===== src/rtl/spi_slave_sync_pkg.sv =====
// Shared definitions for the SPI slave: the FSM state encoding, the SPI mode
// encoding {CPOL,CPHA}, and small helpers that decode a latched mode.
package spi_slave_sync_pkg;

  // Frame sequencer states. The value is also exported on DBG_STATE.
  typedef enum logic [1:0] {
    ST_IDLE  = 2'd0,
    ST_LOAD  = 2'd1,
    ST_SHIFT = 2'd2
  } state_t;

  // SPI modes, encoded as {CPOL, CPHA}.
  typedef enum logic [1:0] {
    MODE0 = 2'b00,
    MODE1 = 2'b01,
    MODE2 = 2'b10,
    MODE3 = 2'b11
  } spi_mode_t;

  function automatic logic mode_cpol(spi_mode_t m);
    return m[1];
  endfunction

  function automatic logic mode_cpha(spi_mode_t m);
    return m[0];
  endfunction

endpackage


===== src/rtl/spi_sync_edge.sv =====
// Multi-flop synchronizer with a change detector for one asynchronous input.
//
// Ports:
//   CLK       system clock
//   RST       synchronous active-high reset; chain is preset to RESET_VAL
//   async_sig asynchronous input pin
//   level     synchronized copy of async_sig (SYNC_STAGES cycles late)
//   toggle    1-cycle pulse whenever level differs from its previous value;
//             direction is recovered by the user from level itself
//             (rise = toggle & level, fall = toggle & ~level)
module spi_sync_edge #(
  parameter int   SYNC_STAGES = 2,
  parameter logic RESET_VAL   = 1'b0
) (
  input  logic CLK,
  input  logic RST,
  input  logic async_sig,
  output logic level,
  output logic toggle
);

  logic [SYNC_STAGES-1:0] pipe;
  logic                   prev;

  always_ff @(posedge CLK) begin
    if (RST) begin
      pipe <= {SYNC_STAGES{RESET_VAL}};
      prev <= RESET_VAL;
    end else begin
      pipe <= {pipe[SYNC_STAGES-2:0], async_sig};
      prev <= pipe[SYNC_STAGES-1];
    end
  end

  assign level  = pipe[SYNC_STAGES-1];
  assign toggle = level ^ prev;

endmodule


===== src/rtl/spi_slave_sync.sv =====
// SPI slave running on the system clock. SCLK, SS_N and MOSI are
// oversampled through synchronizers; frames are WIDTH bits, LSB first, in any
// of the four CPOL/CPHA modes (mode latched at frame start).
//
// Ports:
//   CLK, RST           system clock, synchronous active-high reset
//   CPOL_IN, CPHA_IN   mode for the next frame
//   SCLK, SS_N, MOSI   asynchronous SPI inputs from the master
//   MISO, MISO_OE      serial data to the master and its output enable
//   TX_DATA, TX_LOAD   word for the next frame and its write strobe
//   TX_READY           TX buffer empty
//   RX_DATA, RX_VALID  last received word and its 1-cycle update pulse
//   BUSY               frame in progress (FSM not idle)
//   FRAME_ERR          1-cycle pulse: SS_N released mid-frame
//   UNDERRUN           1-cycle pulse: frame started with nothing to send
//   DBG_STATE          current FSM state
//
// TX handshake: TX_READY is the "ready" and TX_LOAD the "valid" of a
// one-entry buffer. A word transfers on a clock edge where both are 1;
// TX_LOAD while TX_READY=0 is dropped, never overwriting the stored word.
// RX_VALID has no back-pressure: RX_DATA is valid in the RX_VALID cycle and
// holds until the next completed frame.
module spi_slave_sync
  import spi_slave_sync_pkg::*;
#(
  parameter int WIDTH       = 8,
  parameter int SYNC_STAGES = 2
) (
  input  logic             CLK,
  input  logic             RST,
  input  logic             CPOL_IN,
  input  logic             CPHA_IN,
  input  logic             SCLK,
  input  logic             SS_N,
  input  logic             MOSI,
  output logic             MISO,
  output logic             MISO_OE,
  input  logic [WIDTH-1:0] TX_DATA,
  input  logic             TX_LOAD,
  output logic             TX_READY,
  output logic [WIDTH-1:0] RX_DATA,
  output logic             RX_VALID,
  output logic             BUSY,
  output logic             FRAME_ERR,
  output logic             UNDERRUN,
  output state_t           DBG_STATE
);

  localparam int             CW       = $clog2(WIDTH + 1);
  localparam logic [CW-1:0]  LAST_BIT = CW'(WIDTH - 1);

  // Synchronized inputs
  logic sclk_s, sclk_tog;
  logic ss_s, ss_tog;
  logic mosi_s;
  logic [SYNC_STAGES-1:0] mosi_pipe;

  // SS_N chain presets high so a released reset never fakes a select.
  spi_sync_edge #(.SYNC_STAGES(SYNC_STAGES), .RESET_VAL(1'b0)) u_sclk_sync (
    .CLK       (CLK),
    .RST       (RST),
    .async_sig (SCLK),
    .level     (sclk_s),
    .toggle    (sclk_tog)
  );

  spi_sync_edge #(.SYNC_STAGES(SYNC_STAGES), .RESET_VAL(1'b1)) u_ss_sync (
    .CLK       (CLK),
    .RST       (RST),
    .async_sig (SS_N),
    .level     (ss_s),
    .toggle    (ss_tog)
  );

  // MOSI goes through the same depth as SCLK so the data bit lines up with
  // the edge that samples it.
  always_ff @(posedge CLK) begin
    if (RST) mosi_pipe <= '0;
    else     mosi_pipe <= {mosi_pipe[SYNC_STAGES-2:0], MOSI};
  end
  assign mosi_s = mosi_pipe[SYNC_STAGES-1];

  // State
  state_t           state_q, state_d;
  spi_mode_t        mode_q, mode_d;
  logic [CW-1:0]    count_q, count_d;
  logic [WIDTH-1:0] shift_q, shift_d;
  logic [WIDTH-1:0] tx_buf_q, tx_buf_d;
  logic             tx_full_q, tx_full_d;
  logic [WIDTH-1:0] rx_data_q, rx_data_d;
  logic             rx_valid_q, rx_valid_d;
  logic             frame_err_q, frame_err_d;
  logic             underrun_q, underrun_d;
  logic             miso_q, miso_d;

  // Edge classification against the latched mode. A change of the synced
  // SCLK away from CPOL is a leading edge, back to CPOL a trailing edge.
  logic             ss_fall;
  logic             lead_edge, trail_edge;
  logic             sample_edge, out_edge;
  logic [WIDTH-1:0] shift_in;
  logic [WIDTH-1:0] load_word;

  assign ss_fall     = ss_tog & ~ss_s;
  assign lead_edge   = sclk_tog & (sclk_s != mode_cpol(mode_q));
  assign trail_edge  = sclk_tog & (sclk_s == mode_cpol(mode_q));
  assign sample_edge = mode_cpha(mode_q) ? trail_edge : lead_edge;
  assign out_edge    = mode_cpha(mode_q) ? lead_edge  : trail_edge;
  assign shift_in    = {mosi_s, shift_q[WIDTH-1:1]};

  always_comb begin
    state_d     = state_q;
    mode_d      = mode_q;
    count_d     = count_q;
    shift_d     = shift_q;
    tx_buf_d    = tx_buf_q;
    tx_full_d   = tx_full_q;
    rx_data_d   = rx_data_q;
    rx_valid_d  = 1'b0;
    frame_err_d = 1'b0;
    underrun_d  = 1'b0;
    miso_d      = miso_q;
    load_word   = '0;

    // TX buffer write; LOAD below may override when it consumes the word.
    if (TX_LOAD && !tx_full_q) begin
      tx_buf_d  = TX_DATA;
      tx_full_d = 1'b1;
    end

    unique case (state_q)
      ST_IDLE: begin
        miso_d  = 1'b0;
        count_d = '0;
        if (ss_fall) state_d = ST_LOAD;
      end

      ST_LOAD: begin
        mode_d  = spi_mode_t'({CPOL_IN, CPHA_IN});
        count_d = '0;
        if (tx_full_q) begin
          load_word = tx_buf_q;
        end else if (TX_LOAD) begin
          // Word arriving in the load cycle itself goes straight out and is
          // not kept in the buffer.
          load_word = TX_DATA;
        end else begin
          load_word  = '0;
          underrun_d = 1'b1;
        end
        tx_full_d = 1'b0;
        shift_d   = load_word;
        // CPHA=0 must have bit 0 on the wire before the first leading edge;
        // CPHA=1 presents it on that edge instead.
        miso_d    = CPHA_IN ? 1'b0 : load_word[0];
        state_d   = ST_SHIFT;
      end

      ST_SHIFT: begin
        if (sample_edge && !ss_s && count_q == LAST_BIT) begin
          // Final bit: publish the word and start the next frame straight
          // away while still selected.
          shift_d    = shift_in;
          rx_data_d  = shift_in;
          rx_valid_d = 1'b1;
          count_d    = '0;
          state_d    = ST_LOAD;
        end else if (ss_s) begin
          frame_err_d = (count_q != '0);
          count_d     = '0;
          miso_d      = 1'b0;
          state_d     = ST_IDLE;
        end else if (sample_edge) begin
          shift_d = shift_in;
          count_d = count_q + CW'(1);
        end else if (out_edge) begin
          miso_d = shift_q[0];
        end
      end

      default: begin
        state_d = ST_IDLE;
      end
    endcase
  end

  always_ff @(posedge CLK) begin
    if (RST) begin
      state_q     <= ST_IDLE;
      mode_q      <= MODE0;
      count_q     <= '0;
      shift_q     <= '0;
      tx_buf_q    <= '0;
      tx_full_q   <= 1'b0;
      rx_data_q   <= '0;
      rx_valid_q  <= 1'b0;
      frame_err_q <= 1'b0;
      underrun_q  <= 1'b0;
      miso_q      <= 1'b0;
    end else begin
      state_q     <= state_d;
      mode_q      <= mode_d;
      count_q     <= count_d;
      shift_q     <= shift_d;
      tx_buf_q    <= tx_buf_d;
      tx_full_q   <= tx_full_d;
      rx_data_q   <= rx_data_d;
      rx_valid_q  <= rx_valid_d;
      frame_err_q <= frame_err_d;
      underrun_q  <= underrun_d;
      miso_q      <= miso_d;
    end
  end

  assign MISO      = miso_q;
  assign MISO_OE   = (state_q != ST_IDLE);
  assign BUSY      = (state_q != ST_IDLE);
  assign TX_READY  = ~tx_full_q;
  assign RX_DATA   = rx_data_q;
  assign RX_VALID  = rx_valid_q;
  assign FRAME_ERR = frame_err_q;
  assign UNDERRUN  = underrun_q;
  assign DBG_STATE = state_q;

endmodule

===== config.mk =====
export PLATFORM = sky130hd
export DESIGN_NAME = spi_slave_sync
export DESIGN_NICKNAME = d
export VERILOG_FILES = /design/src/rtl/spi_slave_sync_pkg.sv /design/src/rtl/spi_sync_edge.sv /design/src/rtl/spi_slave_sync.sv
export SDC_FILE = /design/constraint.sdc
export NUM_CORES = 1
export LEC_CHECK = 0
export BUFFER_PORTS_ARGS = -buffer_cell sky130_fd_sc_hd__buf_2
export CAP_MARGIN = 30
export CORE_MARGIN = 10
export CORE_UTILIZATION = 45
export DETAILED_ROUTE_END_ITERATION = 16
export PLACE_DENSITY = 0.66
export RECOVER_POWER = 100
export SKIP_CTS_REPAIR_TIMING = 1
export SLEW_MARGIN = 5
export SYNTH_ARGS = -nofsm -noshare
export SYNTH_HDL_FRONTEND = slang
export SYNTH_SLANG_ARGS = --single-unit

===== constraint.sdc =====
create_clock -name CLK -period 4.3 [get_ports CLK]
set_clock_uncertainty 0.05 [all_clocks]
set_input_delay 1.29 -clock CLK [delete_from_list [all_inputs] [get_ports CLK]]
set_output_delay 1.29 -clock CLK [all_outputs]
set_load 0.05 [all_outputs]

; ---- Word-level counts from Yosys, hierarchy flattened
; Index checks and enable logic that the tools add are counted.
[classes]
n_addsub = 1
magnitude_cmp = 0
eq_ne = 13
mul = 0
n_reduce_logical = 21
div = 0
shifts = 0
n_bitwise = 9
muxes = 24
[op_table]
columns = operator, n
row1 = 2-to-1 mux 8 bit, 5
row2 = case mux 8 bit (2 select lines), 1
row3 = 2-to-1 mux 4 bit, 3
row4 = 2-to-1 mux 1 bit, 9
row5 = != test 3 x 2 -> 1 bit (second input constant), 3
row6 = case mux 4 bit (2 select lines), 1
row7 = 2-to-1 mux 2 bit, 3
row8 = != test 3 bit (second input constant), 2
row9 = case mux 2 bit (3 select lines), 1
row10 = AND reduction 2 bit, 3
row11 = nonzero test 2 bit, 3
row12 = OR reduction 2 bit, 3
row13 = adder 4 x 1 -> 4 bit (second input constant), 1
row14 = == test 4 x 3 -> 1 bit (second input constant), 1
row15 = != test 2 bit (second input constant), 2
row16 = != test 4 x 3 -> 1 bit (second input constant), 1
row17 = inverter 1 bit, 4
row18 = AND reduction 4 bit, 1
row19 = nonzero test 4 bit, 1
row20 = OR reduction 4 bit, 1
row21 = bitwise AND 1 bit, 3
row22 = logical AND 1 bit, 3
row23 = case mux 1 bit (3 select lines), 1
row24 = AND reduction 3 bit, 1
row25 = other kinds (9), 11
[word_totals]
latch_bits = 0
out_inout_bits = 17
n_memories = 0
inputBits = 16
elab_cells = 84
register_bits = 45
ramBits = 0
rom_bits = 0

; ---- Depth between registers and ports, before layout
; Gate-level depths: netlist of run 1.
[depth]
depth_word = 8
ltp_mapped = 8
ltp_nobuf = 7

; ---- Cells and area by module
; A second synthesis of run 1 with hierarchy kept.
[unflattened]
cells_unflattened = 217
area_unflattened_um2 = 1948.1
[by_module_without_submodules]
columns = mod, cells_per_inst, area_each_um2, instances
row1 = spi_slave_sync, 203, 1773.0, 1
row2 = spi_sync_edge, 7, 87.6, 2

; ---- Worst setup path after synthesis of run 1
; No wires, ideal clock.
[synth_path]
path_type = reg2out
from = register state_q[0], in the netlist DBG_STATE[0]
to = output port MISO_OE
required_time_ps = 2960
arrival_time_ps = 1679
setup_slack_ps = 1281
stages_incl_launch_ff = 5
n_path_buf = 1
cell_sequence = dfxtp_1 -> inv_1 -> ha_1 -> inv_1 -> buf_4
[synth_via]
elab_chain_len = 1
[synth_lines]
columns = item, line
row1 = "start, declared", spi_slave_sync.sv:84  ; state_t state_q, state_d;
row2 = "start signal, assigned", spi_slave_sync.sv:201  ; state_q <= state_d;
row3 = nonzero test 2 bit, -
row4 = "end, declared", spi_slave_sync.sv:37  ; output logic MISO_OE,
; No other way between the ends.

==> metrics, run 1 <==
status=complete, but fails checks; failing checks=max-capacitance violations, max-slew violations; asr flop ratio synth=0%; crit path time final=3.185 ns; vias per cell=5.115; Unique masters post-synth=31; worst setup margin=1.115 ns; Overflow after GRT=0; die height=85.44 um; Post-synth EDFFs=0; Max-Cap Viols=1; HP Class=flop to flop; Cell Area, Synth=0.001927 mm^2; relative slew slack=-8.771%; setup_tns=0 ns; Clock Latency Late Sink=0.30 ns; LEAKAGE=about 0.83 nW; Placed Cells=288; ys flop type=dfxtp_1; vias in the first global route=~1,400; Post-Layout Inst Area=0.002185 mm^2; most common cell in the netlist=dfxtp_1; share of cells above drive strength 1=11.38%; largest area contributor in the netlist=dfxtp_1; CTS buffer count=5; fin nets=268; global placer's final weighted congestion=0.7573; PortBufs=32; Synth Register Bits=45; final worst path period share=74.08%; WS Path Type=input pin to flop; initial antenna violation count=0; clock-pin slew on the worst setup and hold paths=0.09 ns; GRT Resource Usage Total=10.56%; Routed Antenna Nets=0; Pre-antenna DRT Iters=4; Sink Count=45; Max FO, Critical Path=36; Worst Path Required=4.50 ns; H-tree depth=2; syn_nets=240; FMAX=0.3139 GHz; Residual DRC=0; crit path capture type=flop; top post-synthesis cells by area=dfxtp_1 47%, nand2_1 7.0%, a21oi_1 5.5%; final hold vios=0; pre-CTS WS=1.408 ns; Diodes inserted=0; dpl cell area=0.002103 mm^2; DR WL/cell=13.16 um; die area=0.007299 mm^2; PwrDens=502.9 mW/mm^2; die width=85.44 um; Non-Filler Instances=296; Synth Instances=~220; Clock Path Buffers=2; vias=~1,500; Clock Tree Root=clkbuf_8; CTS tree=done; final wirelength=3.895 mm; first-pass GRT wire length=6.499 mm; RSZ-0062 raised after global routing=no; CORE AREA=a little over 0.004 mm^2; Least-Margin Pin Slew=1.632 ns; 1st-iter DRT viols=132; total I/O pin count=33; Post-synth top cells=45 x dfxtp_1, 36 x nand2_1, 21 x a21oi_1, 12 x nor2_1; CP startpoint kind=input pin; Initial Util=a little under half; Mapped Avg Cell Area=roughly 8.9 um^2; Synthesis Warnings=0; final setup fails=0; largest net degree at the start of global routing=37; Final Max Slew Viols=37; Synth top area share=46.75%; post-DP HPWL=2.761 mm; Arr. time, crit path=3.38 ns; register area share after synthesis=46.75%; Peak supply drop=224.5 uV; Syn-to-layout area delta=13.38%; Core Rows=23; Fin Hold WS=0.3626 ns
==> per-layer routing <==
layer	vias up	GRT usage, %	share of wire [%]
li1	797	-	-
met1	679	13.70	52
met2	34	15.19	42
met4	0	4.042	0.98
met5	-	0	0
met3	4	4.207	5.5
==> worst paths after layout <==
path	start	to	slack (ns)	depth (start not counted)
max	RST	RX_DATA[2]	1.11	3
min	u_ss_sync.pipe[0]	u_ss_sync.pipe[1]	0.36	1
max reg2reg	DBG_STATE[0]	RX_DATA[2]	1.76	5
min reg2reg	u_ss_sync.pipe[0]	u_ss_sync.pipe[1]	0.36	1
==> critical path: stages <==
cell	delay, ns
clkbuf_1	0.61
nor4_1	1.22
a22o_1	0.25
==> final cells by class <==
type	count	area, um^2
fillers	386	1873
flip-flops and latches	45	900.9
multi-input cells	155	942.2
inverters	6	22.52
well taps	50	62.56
clock inverters	2	37.54
clock buffers	6	82.58
repair buffers	32	136.4
==> sequential cells by signal, indices dropped and copies added (netlist names) <==
name              cells
u_sclk_sync.prev      1
mode_q                2
u_ss_sync.pipe        2
RX_VALID              1
MISO                  1
shift_q               8
mosi_pipe             2
u_sclk_sync.pipe      2
DBG_STATE             2
FRAME_ERR             1
RX_DATA               8
tx_full_q             1
UNDERRUN              1
tx_buf_q              8
count_q               4
u_ss_sync.prev        1
==> kinds of logic (layout without fill, tap and decap cells) <==
kind of cell / Yosys count / in the layout / share of synthesized area, %
AOI/OAI and AO/OA: 52 / 52 / 16.88
xor gates and xnor gates: 3 / 3 / 1.754
adders and majority gates: 7 / 7 / 4.545
buffers and inverters: 17 / 46 / 3.571
DFF: 45 / 45 / 46.75
muxes: 9 / 9 / 4.870
and+or+nand+nor: 84 / 84 / 21.62
==> cells in the final DEF (no fill, tap or decap), types with 10 or more instances in the layout <==
master / n
dfxtp_1: 45
nand2_1: 36
a21oi_1: 21
clkbuf_1: 19
buf_2: 13
nor2_1: 12
nand3_1: 10
nor2b_1: 10
o21ai_0: 10
==> per-stage QoR <==
step	power [mW]	util, %
2_1_floorplan	0.7279	-
3_5_place_dp	0.7836	51.83
3_3_place_gp	0.7813	51.83
5_1_grt	1.156	53.84
6_report	1.099	53.84
4_1_cts	1.115	54.79
==> where the power goes <==
| part | total (mW) | switching [mW] | internal [mW] | leakage (nW) |
|---|---|---|---|---|
| Combinational | 0.284 | 0.195 | 0.0889 | 0.408 |
| Sequential | 0.483 | 0.0327 | 0.450 | 0.366 |
| Clock | 0.332 | 0.143 | 0.189 | 0.0574 |
(Power assumes the default switching activity.)
==> run 2, diff against run 1 <==
Clock period 4.3 ns to 3 ns, I/O delays scaled along.
==> run 2 against run 1 <==
  * The run still ends with max-capacitance violations, max-slew violations left
  * Combinational power grew 44%
  * Worst setup slack lost 0.69 ns
  * Largest cell class unchanged
  * Cell count grew 0.68%
  * Flip-flop and latch count is the same
  * Final area shrank 0.69%
  * Critical path type is now flop to primary output
==> metrics, run 2 (same netlist as run 1, synthesis figures left out) <==
status=complete, but fails checks; failing checks=max-capacitance violations, max-slew violations; WS Path Type=flop to primary output; vias in the first global route=1,415; H-tree depth=2; Pre-antenna DRT Iters=4; CTS buffer count=5; largest net degree at the start of global routing=37; final hold vios=0; final setup fails=0; CORE AREA=0.004058 mm^2; vias per cell=5.081; 1st-iter DRT viols=133; CTS tree=done; FMAX=between 0.3 and 0.4 GHz; Reg2Reg Depth=5; PwrDens=roughly 670 mW/mm^2; PortBufs=32; crit path time final=2.579 ns; Residual DRC=0; Clock Latency Late Sink=0.30 ns; Fill cells=409; Initial Util=47.49%; initial antenna violation count=0; global placer's final weighted congestion=0.7639; Clock Tree Root=clkbuf_8; die area=0.007299 mm^2; Final Max Slew Viols=37; most frequent cells in the layout=45 x dfxtp_1, 36 x nand2_1, 21 x a21oi_1; LEAKAGE=0.8317 nW; Least-Margin Pin Slew=1.558 ns; Max-Cap Viols=1; post-DP HPWL=2.809 mm; clock-pin slew on the worst setup and hold paths=0.08 ns; utilization after layout=53.47%; die width=85.44 um; Non-Filler Instances=298; Core Rows=23; relative slew slack=-3.864%; hold path cells=1; Fin Hold WS=0.3645 ns; Worst Path Required=slightly above 2 ns; vias=between 1,500 and 2,000; Diodes inserted=0; RSZ-0062 raised after global routing=no; Arr. time, crit path=1.63 ns; Sink Count=45; first-pass GRT wire length=6.541 mm; die height=85.44 um; final wirelength=3.910 mm; share of cells above drive strength 1=12.50%; GRT Resource Usage Total=about a tenth; setup_tns=0 ns; Clock Path Buffers=2; most common cell after layout, fill and taps aside=dfxtp_1; DR WL/cell=~13 um; total I/O pin count=33; crit path capture type=primary output; fin nets=270; Syn-to-layout area delta=12.60%; Max FO, Critical Path=6; HP Class=flop to flop; CP startpoint kind=flop; Peak supply drop=353.8 uV; Overflow after GRT=0; final worst path period share=85.97%; Routed Antenna Nets=0; Placed Cells=290
-- run 2: cell types whose count changed in the layout (fill, tap and decap cells not counted) --
cell / previous run / this run
clkinv_2: 0 / 2
clkinvlp_4: 1 / 0
clkbuf_8: 6 / 5
nor4_2: 0 / 1
buf_2: 13 / 14
buf_4: 0 / 2
bufinv_16: 1 / 0
nor4_1: 1 / 0
-- run 2: layout make-up --
type,instances,area (um^2),area share (%)
tap,50,62.56,2.884
clock buffer,6,72.57,3.345
timing repair buffer,34,152.6,7.036
clock inverter,2,10.01,0.4614
multi-input combinational,155,948.4,43.71
sequential,45,900.9,41.52
inverter,6,22.52,1.038
-- run 2: final timing paths --
path                     startpoint           endpoint  slack, ns
hold / removal    u_ss_sync.pipe[0]  u_ss_sync.pipe[1]       0.36
setup / recovery       DBG_STATE[0]            MISO_OE       0.42
hold reg to reg   u_ss_sync.pipe[0]  u_ss_sync.pipe[1]       0.36
setup reg to reg       DBG_STATE[0]         RX_DATA[6]       0.77
-- run 2: power breakdown --
part / total, mW / internal (mW) / switching [mW] / leakage, nW
Sequential: 0.692 / 0.645 / 0.0471 / 0.366
Combinational: 0.410 / 0.131 / 0.279 / 0.420
Clock: 0.360 / 0.162 / 0.198 / 0.0450
-- run 2: layer usage --
metal | global-route usage [%] | vias up | part of all wire [%]
met1 | 14.37 | 666 | 51
met4 | 3.892 | 0 | 1.3
li1 | - | 804 | -
met3 | 4.493 | 5 | 7.1
met5 | 0 | - | 0
met2 | 14.71 | 39 | 40
-- run 2: per-stage QoR --
step	setup WS (ns)	area, um^2	power [mW]
after floorplan	0.3710	1927	1.043
after global placement	0.8938	2118	1.125
after detailed placement	0.8624	2118	1.128
after CTS	0.6065	2201	1.485
after global routing	0.2917	2170	1.549
final	0.4210	2170	1.462
-- run 2: critical path: stages, from the launching register on --
cell,delay (ns)
dfxtp_1,0.44
inv_1,0.09
ha_1,0.20
inv_1,0.12
clkbuf_1,0.49
==> run 3, diff against run 2 <==
Settings changed: CORE_UTILIZATION 45 to 55, PLACE_DENSITY 0.66 to 0.78.
==> run 3 against run 2 <==
  * The run still ends with max-capacitance violations, max-slew violations left
  * Maximum frequency down 2.5%
  * Clock power increased by 7.2%
  * Critical path depth stayed put
  * Highest routed layer unchanged
  * Die area shrank 14%
  * Power increased by 1.7%
  * Critical endpoint unchanged
  * Non-clock buffer count stayed put
  * Final area fell by 0.12%
  * Largest cell class unchanged
==> metrics, run 3 (same netlist as run 1, synthesis figures left out) <==
status=complete, but fails checks; failing checks=max-capacitance violations, max-slew violations; first-pass GRT wire length=6.147 mm; worst setup margin=0.3559 ns; Core Rows=21; Post-Layout Inst Area=0.002167 mm^2; FMAX=roughly 0.38 GHz; post-DP HPWL=about 2.7 mm; vias=~1,500; GRT Resource Usage Total=11.80%; DR WL/cell=12.63 um; initial antenna violation count=0; final worst path period share=88.14%; die height=79.19 um; Overflow after GRT=0; Peak supply drop=369.5 uV; 1st-iter DRT viols=77; Clock Tree Root=clkbuf_4; fin nets=270; share of cells above drive strength 1=around an eighth; Clock Latency Late Sink=0.36 ns; pre-CTS WS=0.9053 ns; Max-Cap Viols=1; Slowest-stage cell, CP=clkbuf_1; Arr. time, crit path=1.69 ns; total power=1.488 mW; PortBufs=32; Residual DRC=0; CORE AREA=0.003363 mm^2; largest net degree at the start of global routing=37; final setup fails=0; Syn-to-layout area delta=12.47%; final hold vios=0; PwrDens=686.4 mW/mm^2; WS Path Type=flop to primary output; Fin Hold WS=0.3861 ns; CP delay by family, top=buffers and inverters; most frequent cells in the layout=45 x dfxtp_1, 36 x nand2_1, 21 x a21oi_1; worst path buffer plus inverter count=3; crit path cell chain=inv_1 > ha_1 > inv_1 > clkbuf_1; CP max stage delay=0.49 ns; clock-pin slew on the worst setup and hold paths=0.12 ns; setup_tns=0 ns; Clock Path Buffers=2; most common cell after layout, fill and taps aside=dfxtp_1; CP startpoint kind=flop; Routed Antenna Nets=0; crit path capture type=primary output; Final Max Slew Viols=37; RSZ-0062 raised after global routing=no; CTS buffer count=5; most used cell, CP=inv_1; Least-Margin Pin Slew=1.539 ns; LEAKAGE=0.8322 nW; vias per cell=~5.2; vias in the first global route=1,438; total I/O pin count=33; global placer's final weighted congestion=0.7779; dpl cell area=0.002113 mm^2; final wirelength=between 3 and 4 mm; Initial Util=57.29%; crit path time final=2.644 ns; CTS tree=done; H-tree depth=2; Pre-antenna DRT Iters=4; Sink Count=45; Max FO, Critical Path=6; relative slew slack=-2.614%; Worst Path Required=2.05 ns; die area=roughly 0.0063 mm^2; Diodes inserted=0; die width=79.19 um; HP Class=flop to flop
-- run 3: cell count changes in the layout (fill, tap and decap cells not counted) --
cell / before / now
clkbuf_8: 5 / 1
clkbuf_4: 0 / 5
bufinv_16: 0 / 1
clkinv_2: 2 / 0
-- run 3: worst paths after layout --
check                    start                end  slack [ns]  cells past startpoint
max               DBG_STATE[0]            MISO_OE        0.36                      4
min          u_ss_sync.pipe[0]  u_ss_sync.pipe[1]        0.39                      1
max reg2reg       DBG_STATE[0]         RX_DATA[0]        0.85                      5
min reg2reg  u_ss_sync.pipe[0]  u_ss_sync.pipe[1]        0.39                      1
-- run 3: metal layers --
layer | part of all wire (%) | vias to the layer above | global-route usage, %
met3 | 7.2 | 7 | 5.068
met5 | 0 | - | 0
met2 | 42 | 33 | 17.86
met1 | 49 | 686 | 14.32
li1 | - | 802 | -
met4 | 1.6 | 0 | 4.839
-- run 3: report_power, final --
part           switching (mW)  internal, mW
sequential             0.0470         0.645
combinational           0.279         0.130
clock                   0.187         0.199
-- run 3: worst reg2reg max path, delay by kind of cell (launching register included) --
family / cells / cell delay, ns
AOI/OAI and AO/OA: 1 / 0.22
adders and majority gates: 1 / 0.52
buffers and inverters: 1 / 0.10
DFF: 1 / 0.38
and+or+nand+nor: 2 / 0.83
-- run 3: layout make-up --
cell class / instances / area (um^2)
fillers: 334 / 1196
clock buffers: 7 / 55.05
clock inverters: 1 / 30.03
repair buffers: 34 / 152.6
flip-flops and latches: 45 / 900.9
well taps: 46 / 57.56
inverters: 6 / 22.52
multi-input cells: 155 / 948.4
-- run 3: per-stage QoR --
step                util [%]  cells
finish                 64.43    294
CTS                    65.36    294
global route           64.43    294
global placement       62.83    286
floorplan                  -    217
detailed placement     62.83    286
